<file path="src/rtl/instr_fetch.sv">
// Instruction fetch and sequencing unit: owns the PC, drives a synchronous
// instruction ROM, presents instructions to the decoder and resolves BLQZ/halt.
module instr_fetch #(
   parameter int PC_W       = 10,
   parameter int INSTR_W    = 9,
   parameter int START_ADDR = 0,
   parameter int CNT_W      = 16
) (
   input  logic               clk,
   input  logic               rst_n,
   input  logic               start,
   input  logic               stall,
   input  logic               branch_cond,
   output logic [PC_W-1:0]    imem_addr,
   input  logic [INSTR_W-1:0] imem_rdata,
   output logic [INSTR_W-1:0] instr,
   output logic [2:0]         opcode,
   output logic               instr_valid,
   output logic               done,
   output logic [CNT_W-1:0]   retired,
   output logic [1:0]         dbg_state
);

   // Handshake: instr/opcode are meaningful only while instr_valid is high.
   // The consumer holds an instruction by raising stall; an EXEC cycle with
   // stall low is the transfer, after which the next fetch begins.

   typedef enum logic [1:0] {
      IDLE  = 2'd0,
      FETCH = 2'd1,
      EXEC  = 2'd2,
      DONE  = 2'd3
   } state_t;

   localparam logic [2:0]      OP_BLQZ  = 3'b111;
   localparam logic [PC_W-1:0] PC_START = PC_W'(START_ADDR);

   state_t             state, state_nxt;
   logic [PC_W-1:0]    pc, pc_nxt;
   logic [CNT_W-1:0]   ret_q, ret_nxt, ret_inc;
   logic [PC_W-1:0]    off_ext;
   logic               is_blqz, is_halt;

   assign imem_addr = pc;
   assign retired   = ret_q;
   assign dbg_state = state;

   assign off_ext = {{(PC_W-6){imem_rdata[5]}}, imem_rdata[5:0]};
   assign is_blqz = (imem_rdata[INSTR_W-1 -: 3] == OP_BLQZ);
   assign is_halt = is_blqz && (imem_rdata[5:0] == 6'd0);
   assign ret_inc = (ret_q == {CNT_W{1'b1}}) ? ret_q : ret_q + CNT_W'(1);

   always_ff @(posedge clk) begin
      if (!rst_n) begin
         state <= IDLE;
         pc    <= PC_START;
         ret_q <= '0;
      end else begin
         state <= state_nxt;
         pc    <= pc_nxt;
         ret_q <= ret_nxt;
      end
   end

   always_comb begin
      state_nxt   = state;
      pc_nxt      = pc;
      ret_nxt     = ret_q;
      instr       = '0;
      opcode      = '0;
      instr_valid = 1'b0;
      done        = 1'b0;
      case (state)
         IDLE, DONE: begin
            done = (state == DONE);
            if (start) begin
               state_nxt = FETCH;
               pc_nxt    = PC_START;
               ret_nxt   = '0;
            end
         end
         FETCH: state_nxt = EXEC;
         EXEC: begin
            instr       = imem_rdata;
            opcode      = imem_rdata[INSTR_W-1 -: 3];
            instr_valid = 1'b1;
            if (!stall) begin
               ret_nxt = ret_inc;
               if (is_halt) begin
                  state_nxt = DONE;
               end else begin
                  state_nxt = FETCH;
                  // PC arithmetic wraps naturally at PC_W bits.
                  if (is_blqz && branch_cond) pc_nxt = pc + off_ext;
                  else                        pc_nxt = pc + PC_W'(1);
               end
            end
         end
         default: state_nxt = IDLE;
      endcase
   end

endmodule

</file>
<file path="config.mk">
export PLATFORM = sky130hd
export DESIGN_NAME = instr_fetch
export DESIGN_NICKNAME = d
export VERILOG_FILES = /design/src/rtl/instr_fetch.sv
export SDC_FILE = /design/constraint.sdc
export NUM_CORES = 1
export LEC_CHECK = 0
export CORE_MARGIN = 2
export CORE_UTILIZATION = 47
export CTS_CLUSTER_DIAMETER = 100
export DETAILED_ROUTE_END_ITERATION = 8
export PLACE_DENSITY = 0.9
export SKIP_LAST_GASP = 1
export SLEW_MARGIN = 20
export SYNTH_ARGS = -nofsm -noshare
export SYNTH_HDL_FRONTEND = slang
export SYNTH_SLANG_ARGS = --single-unit
</file>
<file path="constraint.sdc">
create_clock -name clk -period 3.2 [get_ports clk]
set_input_delay 0.64 -clock clk [delete_from_list [all_inputs] [get_ports clk]]
set_output_delay 0.64 -clock clk [all_outputs]
set_load 0.005 [all_outputs]
</file>
Word-level counts from Yosys, hierarchy flattened
Cells that the tools add are included.
Word-level totals
  word-level logic and storage cells: 41
  register bits after elaboration: 28
  output and inout bits: 42
  input port bits: 14
Operators by class
  equal/unequal tests: 9
  mux-type cells: 17
  add/subtract/negate cells: 3
  reductions and logical operators: 9
Operator list (number)
  $mux 16: 3
  $mux 10: 4
  $pmux 16 s2: 1
  $pmux 10 s2: 1
  $add 16x1->16 const B: 1
  $eq 16x16->1 const B: 1
  $add 10x1->10 const B: 1
  $add 10x10->10: 1
  $mux 9: 1
  $ne 2x2->1 const B: 4
  $reduce_and 4->1: 2
  $logic_not 6->1: 1
  $mux 2: 3
  $pmux 2 s3: 1
  $eq 2x2->1 const B: 2
  $eq 3x3->1 const B: 1
  $mux 3: 1
  $eq 2x1->1 const B: 1
  $logic_and 1x1->1: 2
  $logic_not 2->1: 1
  $mux 1: 2
  $reduce_and 2->1: 1
  $reduce_bool 2->1: 1
  $reduce_or 2->1: 1

Depth between registers and ports, before layout
  depth after elaboration: 6
  mapped depth: 12

Least setup slack after synthesis
No wires, ideal clock.
  path type: input to register
  start point: in imem_rdata[8]
  end point: reg pc[6] (netlist: imem_addr[6])
  library setup time: 0.074 ns
  arrival: 2.608 ns
  path slack: 0.518 ns
  cell stages on the path: 12
  cells stage by stage: and3_1 buf_2 nand3b_1 ha_1 inv_1 fa_1 nand2b_1 a21oi_1 o211a_1 nor2_1 or3_1 a31oi_1
On the way
  longest elaborated chain between the ends: 6
  elaborated cells on any way between the ends: 9
  classes of those cells: 2 x eq/ne; 4 x mux; 3 x reduce/logical
RTL lines
  from (decl): line 15  | input logic [INSTR_W-1:0] imem_rdata,
  $eq 3x3->1 (*): line 49  | assign is_blqz = (imem_rdata[INSTR_W-1 -: 3] == OP_BLQZ);
  $logic_and 1x1->1: line 94  | if (is_blqz && branch_cond) pc_nxt = pc + off_ext;
  $mux 10: line 94
  $mux 10: line 89  | if (is_halt) begin
  $mux 10: line 87  | if (!stall) begin
  $pmux 10 s2: line 73  | case (state)
  to (signal assigned): line 60  | pc <= pc_nxt;
  to (decl): line 39  | logic [PC_W-1:0] pc, pc_nxt;
Every way passes the cells marked *; elsewhere a longest branch is shown, timed or not. The select of a mux whose other input is x is not followed.
A chain may end at the register's enable or synchronous reset.

Worst setup path in the final report
Ends and elaborated chain as after synthesis.

==> results.sh <==
export IMPL_firstDrtPassIters=4
export IMPL_ant_nets=0
export IMPL_cp_max_fo=7
export IMPL_ys_seq_area_share_pct=29.7
export IMPL_cts_setup_buffers=0
export IMPL_die_w_um=67.3
export IMPL_synth_cell_type_count=51
export IMPL_min_to="imem_addr[4]"
export IMPL_end_kind="register"
export IMPL_critPathLaunchType="input port"
export IMPL_grt_pass1_vias=1589
export IMPL_clk_pin_slew_ps=100
export IMPL_final_period_utilization_pct=92.4
export IMPL_whs_ps=483
export IMPL_cap_violations=0
export IMPL_min_from="imem_addr[4]"
export IMPL_coreArea_mm2=0.00391
export IMPL_worstSetupPathType="in -> reg"
export IMPL_rows=23
export IMPL_worst_slack_ps=244
export IMPL_grt_pass1_wl_um=7270
export IMPL_critPathMaxStageDelay_ps=410
export IMPL_wl_per_cell_um=14.1
export IMPL_cp_arrival_ps=3170
export IMPL_required_ps=3410
export IMPL_cts_root_buf="clkbuf_8"
export IMPL_final_hold_violation_count=0
export IMPL_vias=1818
export IMPL_skew_ps=2.00
export IMPL_dieArea_mm2=0.00453
export IMPL_drive_gt1_share_pct=7.55
export IMPL_fp_dieH_um=67.3
export IMPL_syn2layout_area_growth_pct=34.7
export IMPL_io_pins=56
export IMPL_antenna_cells=0
export IMPL_slew_violations=0
export IMPL_cts_hold_buf=0
export IMPL_cts_resized=0
export IMPL_synth_async_reset_ratio_pct=0
export IMPL_htreeDepth=1
export IMPL_min_path_cells=2
export IMPL_tightest_slew_ps=598
export IMPL_rsz0062_at_grt="no"
export IMPL_grt_total_usage_pct=20.2
export IMPL_cts_buffer_depth=2
export IMPL_tritoncts="yes"
export IMPL_layout_min_cycle_time_ps=2960
export IMPL_grt_max_degree=20
export IMPL_via_per_inst=5.54
export IMPL_max_freq_mhz=338
export IMPL_hp_class="reg -> reg"
export IMPL_status="finished, final reports clean"
export IMPL_placed_cell_area_mm2=0.00247
export IMPL_p_leak_nw=0.938
export IMPL_insertion_delay_ps=280
export IMPL_avgSynthCellArea_um2=8.34
export IMPL_place_hpwl_um=3360
export IMPL_drt_iter0_drc=110
export IMPL_fin_tns_setup_ps=0
export IMPL_place_ws_ps=-7.25
export IMPL_fill_cells=342
export IMPL_cp_slowest_cell="clkdlybuf4s50_1"
export IMPL_routed_wl_um=4640
export IMPL_fin_cells=328
export IMPL_cts_sinks=28
export IMPL_netlist_area_mm2=0.00188
export IMPL_synth_nets=253
export IMPL_r2r_start="dbg_state[1]"
export IMPL_io_buffers=55
export IMPL_r2r_slack_ps=740
export IMPL_ys_ff_latch=28
export IMPL_drc_errors=0
export IMPL_nNetsFinal=306
export IMPL_finalPower_mw=0.850
export IMPL_post_place_cells=324
export IMPL_path_cells="clkdlybuf4s50_1, and3_1, nand3b_1, ha_1, inv_1, fa_1, nand2b_1, a21oi_1, o211a_1, nor2_1, or3_1, a31oi_1"
export IMPL_place_gp_congestion=0.854
export IMPL_grt_remaining_overflow=0
export IMPL_synth_main_ff_cell="dfxtp_1"
export IMPL_pwr_density_cell_mw_per_mm2=335
export IMPL_synth_edf_count=0
export IMPL_reg2reg_to="retired[12]"
export IMPL_initial_utilization_pct=48.1
export IMPL_reg2reg_depth=8
export IMPL_irDropWorstVdd_mv=0.278
export IMPL_antenna_found_initial=0
export IMPL_postSynthCellCount=226
export IMPL_setup_viol=0
export IMPL_design_area_mm2=0.00254
export IMPL_synth_warnings=0
export IMPL_slew_headroom_pct=60.2
export IMPL_numCtsBuffers=3
export IMPL_fin_util_pct=64.8
[critical path: cells and delay by family]
| family | cells | cell delay [ps] |
|---|---|---|
| simple gates | 5 | 930 |
| fa+ha+maj | 2 | 550 |
| compound gates | 3 | 590 |
| buf+inv | 2 | 460 |
[worst max-delay path by stage]
stage,to,cells after the start,slack [ps],start
floorplan,imem_addr[6],12,520,imem_rdata[8]
global placement,imem_addr[6],12,80,imem_rdata[8]
detailed placement,imem_addr[6],12,-7,imem_rdata[8]
CTS,imem_addr[6],12,260,imem_rdata[8]
global route,imem_addr[6],13,10,imem_rdata[8]
finish,imem_addr[6],12,240,imem_rdata[8]
[Yosys cell counts, drive strengths merged, types with 4 or more instances]
library cell / n / area [um^2]
nand3: 16 / 80.1
nor2: 26 / 105
and3: 6 / 37.5
or3: 4 / 30.0
nand2b: 6 / 37.5
nand2: 16 / 62.6
xnor2: 5 / 43.8
inv: 9 / 33.8
xor2: 11 / 96.3
o21ai: 8 / 40.0
ha: 12 / 150
buf: 8 / 53.8
clkbuf: 4 / 15.0
a21oi: 12 / 60.1
and2: 10 / 62.6
nor3: 5 / 35.0
nand4: 6 / 43.8
dfxtp: 28 / 561
[cells by family (layout without fill, tap and decap cells)]
kind of cell | Yosys count | in the layout | share of synthesized area [%]
buffers and inverters | 21 | 73 | 5.44
muxes | 2 | 2 | 1.13
adders and majority gates | 13 | 13 | 9.03
and+or+nand+nor | 105 | 105 | 30.2
AOI/OAI and AO/OA | 41 | 41 | 17.0
DFF | 28 | 28 | 29.7
xor gates and xnor gates | 16 | 16 | 7.44
[routing by layer]
metal / wire [um] / up-vias / share of wire [%] / track usage, %
li1: - / 918 / - / -
met1: 2130 / 858 / 46 / 27.5
met2: 2310 / 36 / 50 / 34.3
met3: 139 / 6 / 3.0 / 2.33
met4: 54 / 0 / 1.2 / 4.85
met5: 0 / - / 0 / 0
[placed cells by master, fill, tap and decap left out, types with 2 or more instances in the layout]
cell             instances
a2111oi_4                2
a211oi_1                 2
a21oi_1                 12
a31oi_1                  2
a32o_1                   2
and2_1                  10
and3_1                   6
and4_1                   2
buf_4                    5
clkbuf_8                 3
clkdlybuf4s50_1         55
dfxtp_1                 28
ha_1                    12
inv_1                    9
nand2_1                 15
nand2b_1                 6
nand3_1                 16
nand3b_1                 2
nand4_1                  5
nor2_1                  25
nor3_1                   3
nor3_2                   2
nor4_1                   2
o2111ai_1                2
o21ai_0                  7
o22ai_1                  2
or3_1                    3
xnor2_1                  5
xor2_1                  11
[flip-flops by register name (all words and copies together), names as in the netlist]
register,flops
retired,16
imem_addr,10
dbg_state,2
[where the power goes]
group          switching [mW]  internal (mW)
registers              0.0114          0.357
logic                   0.109         0.0874
clock network           0.117          0.168
total                   0.238          0.613
[final cells by class]
cell class | instances | area [um^2] | area share [%]
Multi-Input combinational cell | 177 | 1220 | 48.1
Timing Repair Buffer | 60 | 588 | 23.2
Sequential cell | 28 | 561 | 22.1
Tap cell | 50 | 62.6 | 2.47
Clock buffer | 3 | 41.3 | 1.63
Inverter | 9 | 33.8 | 1.33
Clock inverter | 1 | 30.0 | 1.18
(Power assumes the default switching activity.)
